**config.mk**
```make
export PLATFORM = sky130hd
export DESIGN_NAME = p2m_dispatch_flat
export DESIGN_NICKNAME = d
export VERILOG_FILES = /design/src/rtl/p2m_pkg.sv /design/src/rtl/p2m_if.sv /design/src/rtl/p2m_fifo.sv /design/src/rtl/p2m_dispatch.sv /design/src/flat_wrapper.sv
export SDC_FILE = /design/constraint.sdc
export NUM_CORES = 1
export LEC_CHECK = 0
export CORE_MARGIN = 4
export CORE_UTILIZATION = 55
export CTS_CLUSTER_DIAMETER = 120
export CTS_CLUSTER_SIZE = 40
export DETAILED_ROUTE_END_ITERATION = 16
export HOLD_SLACK_MARGIN = 0.05
export PLACE_DENSITY = 0.85
export SKIP_CTS_REPAIR_TIMING = 1
export SYNTH_ARGS = -nofsm -noshare
export SYNTH_HDL_FRONTEND = slang
export SYNTH_HIERARCHICAL = 1
export SYNTH_SLANG_ARGS = --single-unit
```
**constraint.sdc**
```tcl
create_clock -name CLK -period 6 [get_ports CLK]
set_input_delay 0.6 -clock CLK [delete_from_list [all_inputs] [get_ports CLK]]
set_output_delay 0.6 -clock CLK [all_outputs]
set_load 0.02 [all_outputs]
```
**src/rtl/p2m_pkg.sv**
```systemverilog
// p2m_pkg: shared widths, message layout and helpers for the pipe-to-method dispatcher
package p2m_pkg;
   localparam int SEL_W_DEF = 16;
   localparam int PAYLOAD_W_DEF = 128;
   localparam int ERR_W = 16;
   typedef struct packed {
      logic [SEL_W_DEF-1:0] sel;
      logic [PAYLOAD_W_DEF-1:0] payload;
   } msg_t;
   typedef enum logic {RUN, TRAP} trap_state_t;
   function automatic logic [ERR_W-1:0] sat_inc(input logic [ERR_W-1:0] v);
      return &v ? v : v + ERR_W'(1);
   endfunction
endpackage

```
**src/rtl/p2m_if.sv**
```systemverilog
// p2m_if: enq pipe, method ENA/RDY bus and status of the dispatcher
interface p2m_if
   import p2m_pkg::*;
#(
   parameter int NUM_METHODS = 2,
   parameter int SEL_W = SEL_W_DEF,
   parameter int PAYLOAD_W = PAYLOAD_W_DEF,
   parameter int DEPTH = 4
);
   localparam int MSG_W = SEL_W + PAYLOAD_W;
   localparam int CNT_W = $clog2(DEPTH + 1);
   logic pipe_enq_ena;
   logic [MSG_W-1:0] pipe_enq_v;
   logic pipe_enq_rdy;
   logic [NUM_METHODS-1:0] method_ena;
   logic [NUM_METHODS-1:0] method_rdy;
   logic [PAYLOAD_W-1:0] method_data;
   logic err_unknown;
   logic [ERR_W-1:0] err_count;
   logic [CNT_W-1:0] occupancy;
   modport slave(
      input pipe_enq_ena, pipe_enq_v, method_rdy,
      output pipe_enq_rdy, method_ena, method_data, err_unknown, err_count, occupancy
   );
   modport master(
      output pipe_enq_ena, pipe_enq_v, method_rdy,
      input pipe_enq_rdy, method_ena, method_data, err_unknown, err_count, occupancy
   );
endinterface

```
**src/rtl/p2m_fifo.sv**
```systemverilog
// p2m_fifo: DEPTH x W synchronous FIFO with fill count; DEPTH must be a power of two
module p2m_fifo #(
   parameter int W = 144,
   parameter int DEPTH = 4,
   localparam int CNT_W = $clog2(DEPTH + 1),
   localparam int AW = $clog2(DEPTH)
) (
   input logic clk,
   input logic rst,
   input logic push,
   input logic pop,
   input logic [W-1:0] din,
   output logic [W-1:0] dout,
   output logic [CNT_W-1:0] count,
   output logic full,
   output logic empty
);
   logic [W-1:0] mem [DEPTH];
   logic [AW-1:0] wp, rp;
   always_ff @(posedge clk) begin
      if (rst) begin
         wp <= '0;
         rp <= '0;
         count <= '0;
      end else begin
         if (push) begin
            mem[wp] <= din;
            wp <= wp + AW'(1);
         end
         if (pop) rp <= rp + AW'(1);
         count <= count + CNT_W'(push) - CNT_W'(pop);
      end
   end
   assign dout = mem[rp];
   assign full = count == CNT_W'(DEPTH);
   assign empty = count == '0;
endmodule

```
**src/rtl/p2m_dispatch.sv**
```systemverilog
// p2m_dispatch: buffers selector+payload messages and dispatches them in order to ENA/RDY method ports.
// Define P2M_UNKNOWN_TRAP_EN to halt on an unknown selector instead of discarding it.
module p2m_dispatch
   import p2m_pkg::*;
#(
   parameter int NUM_METHODS = 2,
   parameter int SEL_W = SEL_W_DEF,
   parameter int PAYLOAD_W = PAYLOAD_W_DEF,
   parameter int DEPTH = 4
) (
   input logic CLK,
   input logic nRST,
   p2m_if.slave bus
);
   localparam int MSG_W = SEL_W + PAYLOAD_W;
   localparam int CNT_W = $clog2(DEPTH + 1);
   localparam logic [SEL_W:0] NM = (SEL_W + 1)'(NUM_METHODS);
   logic [MSG_W-1:0] head;
   logic [CNT_W-1:0] count;
   logic [SEL_W-1:0] sel;
   logic [NUM_METHODS-1:0] ena;
   logic [ERR_W-1:0] err_cnt;
   logic full, empty, push, pop, known, bad, go, err_evt;
   p2m_fifo #(.W(MSG_W), .DEPTH(DEPTH)) u_fifo (
      .clk(CLK), .rst(nRST), .push(push), .pop(pop), .din(bus.pipe_enq_v),
      .dout(head), .count(count), .full(full), .empty(empty)
   );
   assign sel = head[MSG_W-1:PAYLOAD_W];
   assign known = {1'b0, sel} < NM;
   // nothing leaves the FIFO in a reset cycle
   assign go = !empty && known && !nRST;
   assign bad = !empty && !known && !nRST;
   assign ena = (NUM_METHODS'(1) << sel) & bus.method_rdy & {NUM_METHODS{go}};
   assign push = bus.pipe_enq_ena && !full;
`ifdef P2M_UNKNOWN_TRAP_EN
   trap_state_t state, state_nxt;
   always_ff @(posedge CLK) state <= nRST ? RUN : state_nxt;
   // the bad head is never popped, so it keeps err_unknown high until reset
   always_comb begin
      state_nxt = state;
      err_evt = 1'b0;
      if (state == RUN && bad) begin
         state_nxt = TRAP;
         err_evt = 1'b1;
      end
   end
   assign pop = |ena;
`else
   assign err_evt = bad;
   assign pop = |ena || bad;
`endif
   always_ff @(posedge CLK) err_cnt <= nRST ? '0 : err_evt ? sat_inc(err_cnt) : err_cnt;
   assign bus.pipe_enq_rdy = !full;
   assign bus.method_ena = ena;
   assign bus.method_data = empty ? '0 : head[PAYLOAD_W-1:0];
   assign bus.err_unknown = bad;
   assign bus.err_count = err_cnt;
   assign bus.occupancy = count;
endmodule

```
**src/flat_wrapper.sv**
```systemverilog
// flat-port wrapper written by rule: the top's interface ports become plain ports
module p2m_dispatch_flat import p2m_pkg::*;
#(
   parameter int NUM_METHODS = 2,
   parameter int SEL_W = SEL_W_DEF,
   parameter int PAYLOAD_W = PAYLOAD_W_DEF,
   parameter int DEPTH = 4
)
  (CLK, nRST, bus_pipe_enq_ena, bus_pipe_enq_v, bus_method_rdy, bus_pipe_enq_rdy, bus_method_ena, bus_method_data, bus_err_unknown, bus_err_count, bus_occupancy);
  p2m_if #(.NUM_METHODS(NUM_METHODS), .SEL_W(SEL_W), .PAYLOAD_W(PAYLOAD_W), .DEPTH(DEPTH)) bus_i ();
  input logic CLK;
  input logic nRST;
  input wire logic [$bits(bus_i.pipe_enq_ena)-1:0] bus_pipe_enq_ena;
  input wire logic [$bits(bus_i.pipe_enq_v)-1:0] bus_pipe_enq_v;
  input wire logic [$bits(bus_i.method_rdy)-1:0] bus_method_rdy;
  output wire logic [$bits(bus_i.pipe_enq_rdy)-1:0] bus_pipe_enq_rdy;
  output wire logic [$bits(bus_i.method_ena)-1:0] bus_method_ena;
  output wire logic [$bits(bus_i.method_data)-1:0] bus_method_data;
  output wire logic [$bits(bus_i.err_unknown)-1:0] bus_err_unknown;
  output wire logic [$bits(bus_i.err_count)-1:0] bus_err_count;
  output wire logic [$bits(bus_i.occupancy)-1:0] bus_occupancy;
  assign bus_i.pipe_enq_ena = bus_pipe_enq_ena;
  assign bus_i.pipe_enq_v = bus_pipe_enq_v;
  assign bus_i.method_rdy = bus_method_rdy;
  assign bus_pipe_enq_rdy = bus_i.pipe_enq_rdy;
  assign bus_method_ena = bus_i.method_ena;
  assign bus_method_data = bus_i.method_data;
  assign bus_err_unknown = bus_i.err_unknown;
  assign bus_err_count = bus_i.err_count;
  assign bus_occupancy = bus_i.occupancy;
  p2m_dispatch #(.NUM_METHODS(NUM_METHODS), .SEL_W(SEL_W), .PAYLOAD_W(PAYLOAD_W), .DEPTH(DEPTH)) u_core (.CLK(CLK), .nRST(nRST), .bus(bus_i));
endmodule
```
==> flow_metrics.tcl, run 1 <==
set metrics [dict create \
    outcome "finished clean" \
    setup_violations 0 \
    synth_edf_count 576 \
    wl_um 44900 \
    critPathCaptureType "output pin" \
    ys_seq_elements 601 \
    grt_pass1_vias 11500 \
    final_cells 1889 \
    hold_viol_final 0 \
    clock_latency_ns 0.55 \
    drc 0 \
    drv_cap 0 \
    worst_pin_slew_ns 0.924 \
    ios 300 \
    place_hpwl_um 27600 \
    critPathLaunchType "flop" \
    fp.dieH_um 213 \
    dieArea_mm2 0.0452 \
    postRouteAntennaNets 0 \
    cts_root_buf "clkbuf_16" \
    cp_cell_sequence "buf_4 -> mux4_2 -> nor3_1 -> a41o_1 -> inv_1 -> clkdlybuf4s50_1" \
    antenna_found_initial 9 \
    path_clk_slew_ns 0.14 \
    rows 74 \
    fin_area_mm2 0.0272 \
    clock_path_buffers 3 \
    final-max-slew-violation-count 0 \
    gr-total-overflow 0 \
    finalNetCount 1496 \
    synth-async-reset-ratio 0 \
    ys_seq_area_frac 0.773 \
    cts_tree "yes" \
    crit_slowest_cell "dfxtp_4" \
    fin_crit_sh 0.821 \
    drive_above_1_share 0.151 \
    ys.flop_type "edfxtp_1" \
    drt_iter0_drc 834 \
    grtUsageTotal 0.197 \
    p_leak_nw 8.29 \
    rr_endpoint "u_core/u_fifo/count[2]$_SDFF_PP0_" \
    synth_nets 1211 \
    r2r_cells 11 \
    period_minus_slack_ns 4.93 \
    routed-via-count 11000 \
    cpPeakStageDelay_ns 0.81 \
    path_max_fanout 34 \
    start_util 0.560 \
    clkSinkCount 601 \
    endpoint "bus_err_unknown" \
    yosysUniqueCellTypes 42 \
    yosysWarnings 6 \
    die_w_um 213 \
    io_buffers 299 \
    place.gp.congestion 0.776 \
    vias_per_cell 5.81 \
    grt_max_degree 131 \
    rsz0062_at_grt "false" \
    hp-class "flop to flop" \
    fin_tns_setup_ns 0 \
    cts_buffers 19 \
    place_area_mm2 0.0266 \
    peakVddDrop_mv 0.271 \
    firstDrtPassIters 5 \
    area_delta_synth_final_pct 18.1 \
    grt_pass1_wl_um 68400 \
    crit_required_ns 5.40 \
    slew_headroom 0.384 \
    dp_cells 1850 \
    avgSynthCellArea_um2 21.8 \
    crit_arrival_ns 4.33 \
    clock_skew_ns 0.0469 \
    routedWlPerCell_um 23.8 \
    crit_type "flop to output pin" \
    fmax_mhz 203 \
    synthesis.area_mm2 0.0230 \
    h-tree-depth 1 \
    regToRegSetupSlack_ns 1.78 \
    p_per_area_mw_per_mm2 377 \
    syn_inst 1054 \
    core-area_mm2 0.0411 \
]
[critical path: cells and delay by family (launching register included)]
family | cells | cell delay (ns)
AOI/OAI and AO/OA | 1 | 0.65
buffers and inverters | 3 | 1.39
DFF | 1 | 0.81
muxes | 1 | 0.57
and+or+nand+nor | 1 | 0.28
[report_power, final]
part           internal [mW]  total, mW  switching, mW
Sequential              4.87       5.01          0.146
Combinational           1.70       3.46           1.76
Clock                  0.626       1.76           1.14
Total                   7.20       10.2           3.04
[kinds of logic (layout without fill, tap and decap cells)]
family,after synthesis,count (layout),synth area share
fa+ha+maj,8,8,0.00468
compound gates,20,20,0.00604
other cells,0,5,0
flops,601,601,0.773
mux,153,153,0.145
xor+xnor,3,3,0.00179
simple gates,208,208,0.0551
buf+inv,61,359,0.0138
[how the worst min path moves through the flow]
stage          cells past startpoint                                  start                                    end  slack [ns]
3_3_place_gp                       2  u_core/bus.err_count[12]$_SDFFE_PP0P_  u_core/bus.err_count[12]$_SDFFE_PP0P_        0.50
5_1_grt                            2   u_core/bus.err_count[3]$_SDFFE_PP0P_   u_core/bus.err_count[3]$_SDFFE_PP0P_        0.60
4_1_cts                            2  u_core/bus.err_count[12]$_SDFFE_PP0P_  u_core/bus.err_count[12]$_SDFFE_PP0P_        0.54
2_1_floorplan                      2       u_core/u_fifo/rp[1]$_SDFFE_PP0P_                                   flop        0.50
6_report                           2       u_core/u_fifo/rp[0]$_SDFFE_PP0P_                                   flop        0.54
3_5_place_dp                       2  u_core/bus.err_count[12]$_SDFFE_PP0P_  u_core/bus.err_count[12]$_SDFFE_PP0P_        0.52
[metrics by stage]
step                      hold WS (ns)  setup slack [ns]  total power, mW  utilization
final                            0.539              1.07             10.2        0.661
after CTS                        0.539             0.969             10.4        0.661
after global placement           0.505              1.66             8.57        0.647
after detailed placement         0.520              1.60             8.62        0.647
after global routing             0.598             0.675             10.7        0.661
after floorplan                  0.499             0.905             7.19            -
[synth_stat cells (all sizes together) (4+ instances only)]
library cell / number / share of area
edfxtp: 576 / 0.75
mux4: 144 / 0.14
nor2b: 139 / 0.038
buf: 29 / 0.0086
dfxtp: 25 / 0.022
clkbuf: 23 / 0.0038
nor2: 14 / 0.0023
nor4: 12 / 0.0035
inv: 9 / 0.0015
nand2: 9 / 0.0015
nand3: 8 / 0.0020
a21oi: 7 / 0.0015
ha: 7 / 0.0038
mux2: 7 / 0.0034
nand4: 5 / 0.0020
and2: 4 / 0.0011
or2: 4 / 0.0011
or4: 4 / 0.0013
[layer usage]
layer	routed length, um	track usage
met1	18100	0.276
met4	720	0.0358
met5	76	0
met2	23000	0.334
met3	3100	0.0381
[flip-flops by register name (all words and copies together), names as in the netlist, named ones only]
signal	flops
u_core/u_fifo/count	3
u_core/bus.err_count	16
u_core/u_fifo/wp	2
u_core/u_fifo/rp	2
u_core/u_fifo/mem	576
[cell type report]
cell class              instances  area (um2)
clock inverters                 2        38.8
fillers                      2655       13900
flip-flops and latches        601       17800
clock buffers                  32         524
well taps                     532         666
multi-input cells             392        4910
inverters                       9        33.8
diodes                          5        12.5
repair buffers                316        3180
[cell usage in the layout, fill, tap and decap left out, drive strengths merged, types with 2 or more instances in the layout]
cell,instances
edfxtp,576
clkdlybuf4s50,299
mux4,144
nor2b,139
clkbuf,32
dfxtp,25
buf,17
nor2,14
nor4,12
inv,10
nand2,9
nand3,8
a21oi,7
mux2,7
ha,7
diode,5
nand4,5
or2,4
or4,4
and2,4
o311ai,3
o41ai,3
nor3,3
o31ai,2
mux2i,2
o21ai,2
xnor2,2
Note: power is estimated with default switching activity, not from simulation.
==> run 2, diff against run 1 <==
CORE_UTILIZATION = 50   (was 55)
PLACE_DENSITY = 0.81   (was 0.85)
clock period = 4 ns   (was 6 ns; I/O delays follow)
==> run 2 against run 1 <==
Register-to-register slack worse by 1.3 ns. Non-clock buffer count is 15 higher. Die area is 9.6% higher. Utilization is 5.7 points lower. Clock power is 48% higher. Sequential share of layout area is 0.68 points lower. Via count is 0.26% lower. Combinational power is 54% higher. Largest power group unchanged.
==> flow_metrics.tcl, run 2 (synthesis gave the netlist of run 1 again) <==
set metrics [dict create \
    fmax_mhz 264 \
    path_clk_slew_ns 0.14 \
    place.gp.congestion 0.773 \
    final_cells 1963 \
    total_power_mw 15.4 \
    final-max-slew-violation-count 0 \
    crit_required_ns 3.60 \
    fp.dieH_um 223 \
    antenna_found_initial 7 \
    r2r_cells 10 \
    grt_pass1_vias 11700 \
    fin_crit_sh 0.946 \
    p_leak_nw 8.41 \
    firstDrtPassIters 5 \
    outcome "finished clean" \
    fin_tns_setup_ns 0 \
    largest_reg_flops 576 \
    crit_type "flop to output pin" \
    critPathLaunchType "flop" \
    dp_cells 1933 \
    final_cell_mix "edfxtp_1, clkdlybuf4s50_1, mux4_2" \
    drt_iter0_drc 852 \
    final_common_cell "edfxtp_1" \
    peakVddDrop_mv 0.541 \
    worstHoldStart "bus_pipe_enq_v[42]" \
    grt_max_degree 130 \
    ios 300 \
    rows 78 \
    io_buffers 299 \
    clock_latency_ns 0.56 \
    min_to "u_core/u_fifo/mem[0][42]$_DFFE_PP_" \
    cts_tree "yes" \
    finalNetCount 1511 \
    routedWlPerCell_um 22.9 \
    period_minus_slack_ns 3.78 \
    worst_pin_slew_ns 1.03 \
    vias_per_cell 5.58 \
    core-area_mm2 0.0455 \
    setup_violations 0 \
    dieArea_mm2 0.0495 \
    start_util 0.506 \
    path_max_fanout 64 \
    grtUsageTotal 0.179 \
    die_w_um 223 \
    clkSinkCount 601 \
    hold_viol_final 0 \
    rsz0062_at_grt "false" \
    regToRegSetupSlack_ns 0.44 \
    largest_register "u_core/u_fifo/mem" \
    finalHoldWorstSlack_ns 0.457 \
    hp-class "input pin to flop" \
    h-tree-depth 1 \
    place_area_mm2 0.0269 \
    rr_endpoint "u_core/u_fifo/count[2]$_SDFF_PP0_" \
    area_delta_synth_final_pct 19.3 \
    postRouteAntennaNets 0 \
    cts_root_buf "clkbuf_16" \
    hold_depth 1 \
    fin_area_mm2 0.0275 \
    p_per_area_mw_per_mm2 560 \
    clock_skew_ns 0.0461 \
    drive_above_1_share 0.162 \
    wl_um 44900 \
    routed-via-count 11000 \
    crit_arrival_ns 3.38 \
    cts_buffers 19 \
    drv_cap 0 \
    slew_headroom 0.315 \
    drc 0 \
    grt_pass1_wl_um 68900 \
    critPathCaptureType "output pin" \
    clock_path_buffers 3 \
    place_hpwl_um 28000 \
    gr-total-overflow 0 \
]
==> run 2: area by class of cell <==
class                           instances  area, um2
Tap cell                              600        751
Sequential cell                       601      17800
Multi-Input combinational cell        392       4930
Inverter                                9       33.8
Fill cell                            3223      18000
Clock buffer                           27        505
Timing Repair Buffer                  331       3400
Clock inverter                          2       38.8
Antenna cell                            1       2.50
==> run 2: power breakdown <==
group | internal, mW | switching (mW) | leakage (nW) | total [mW]
clock | 0.921 | 1.69 | 0.260 | 2.61
combinational | 2.61 | 2.71 | 2.72 | 5.32
sequential | 7.29 | 0.156 | 5.43 | 7.45
total | 10.8 | 4.56 | 8.41 | 15.4
==> run 2: how the worst max path moves through the flow <==
stage / from / endpoint / slack [ns] / depth (start not counted)
2_1_floorplan: u_core/u_fifo/count[1]$_SDFF_PP0_ / u_core/u_fifo/mem[0][0]$_DFFE_PP_ / 0.52 / 5
3_3_place_gp: flop / u_core/u_fifo/count[2]$_SDFF_PP0_ / 0.39 / 10
3_5_place_dp: flop / u_core/u_fifo/count[2]$_SDFF_PP0_ / 0.36 / 10
4_1_cts: flop / bus_method_ena[0] / 0.09 / 6
5_1_grt: flop / bus_method_ena[1] / 0.02 / 6
6_report: flop / bus_method_data[56] / 0.22 / 4
==> run 2: metal layers <==
metal  track usage  share of wire
met1         0.231           0.39
met2         0.319           0.53
met3        0.0371          0.057
met4        0.0388          0.021
met5             0         0.0018
==> run 2: through the flow <==
step,setup slack [ns],util
final,0.218,0.604
after detailed placement,0.363,0.591
after global placement,0.389,0.591
after global routing,0.0233,0.604
after floorplan,0.521,-
after CTS,0.0932,0.603
==> run 2: worst max-delay path, cell delays in order, from the launching register on <==
cell and delay (ns):
dfxtp_4 0.65, buf_4 0.82, mux4_2 0.35, nor2b_1 0.22
clkdlybuf4s50_1 0.65
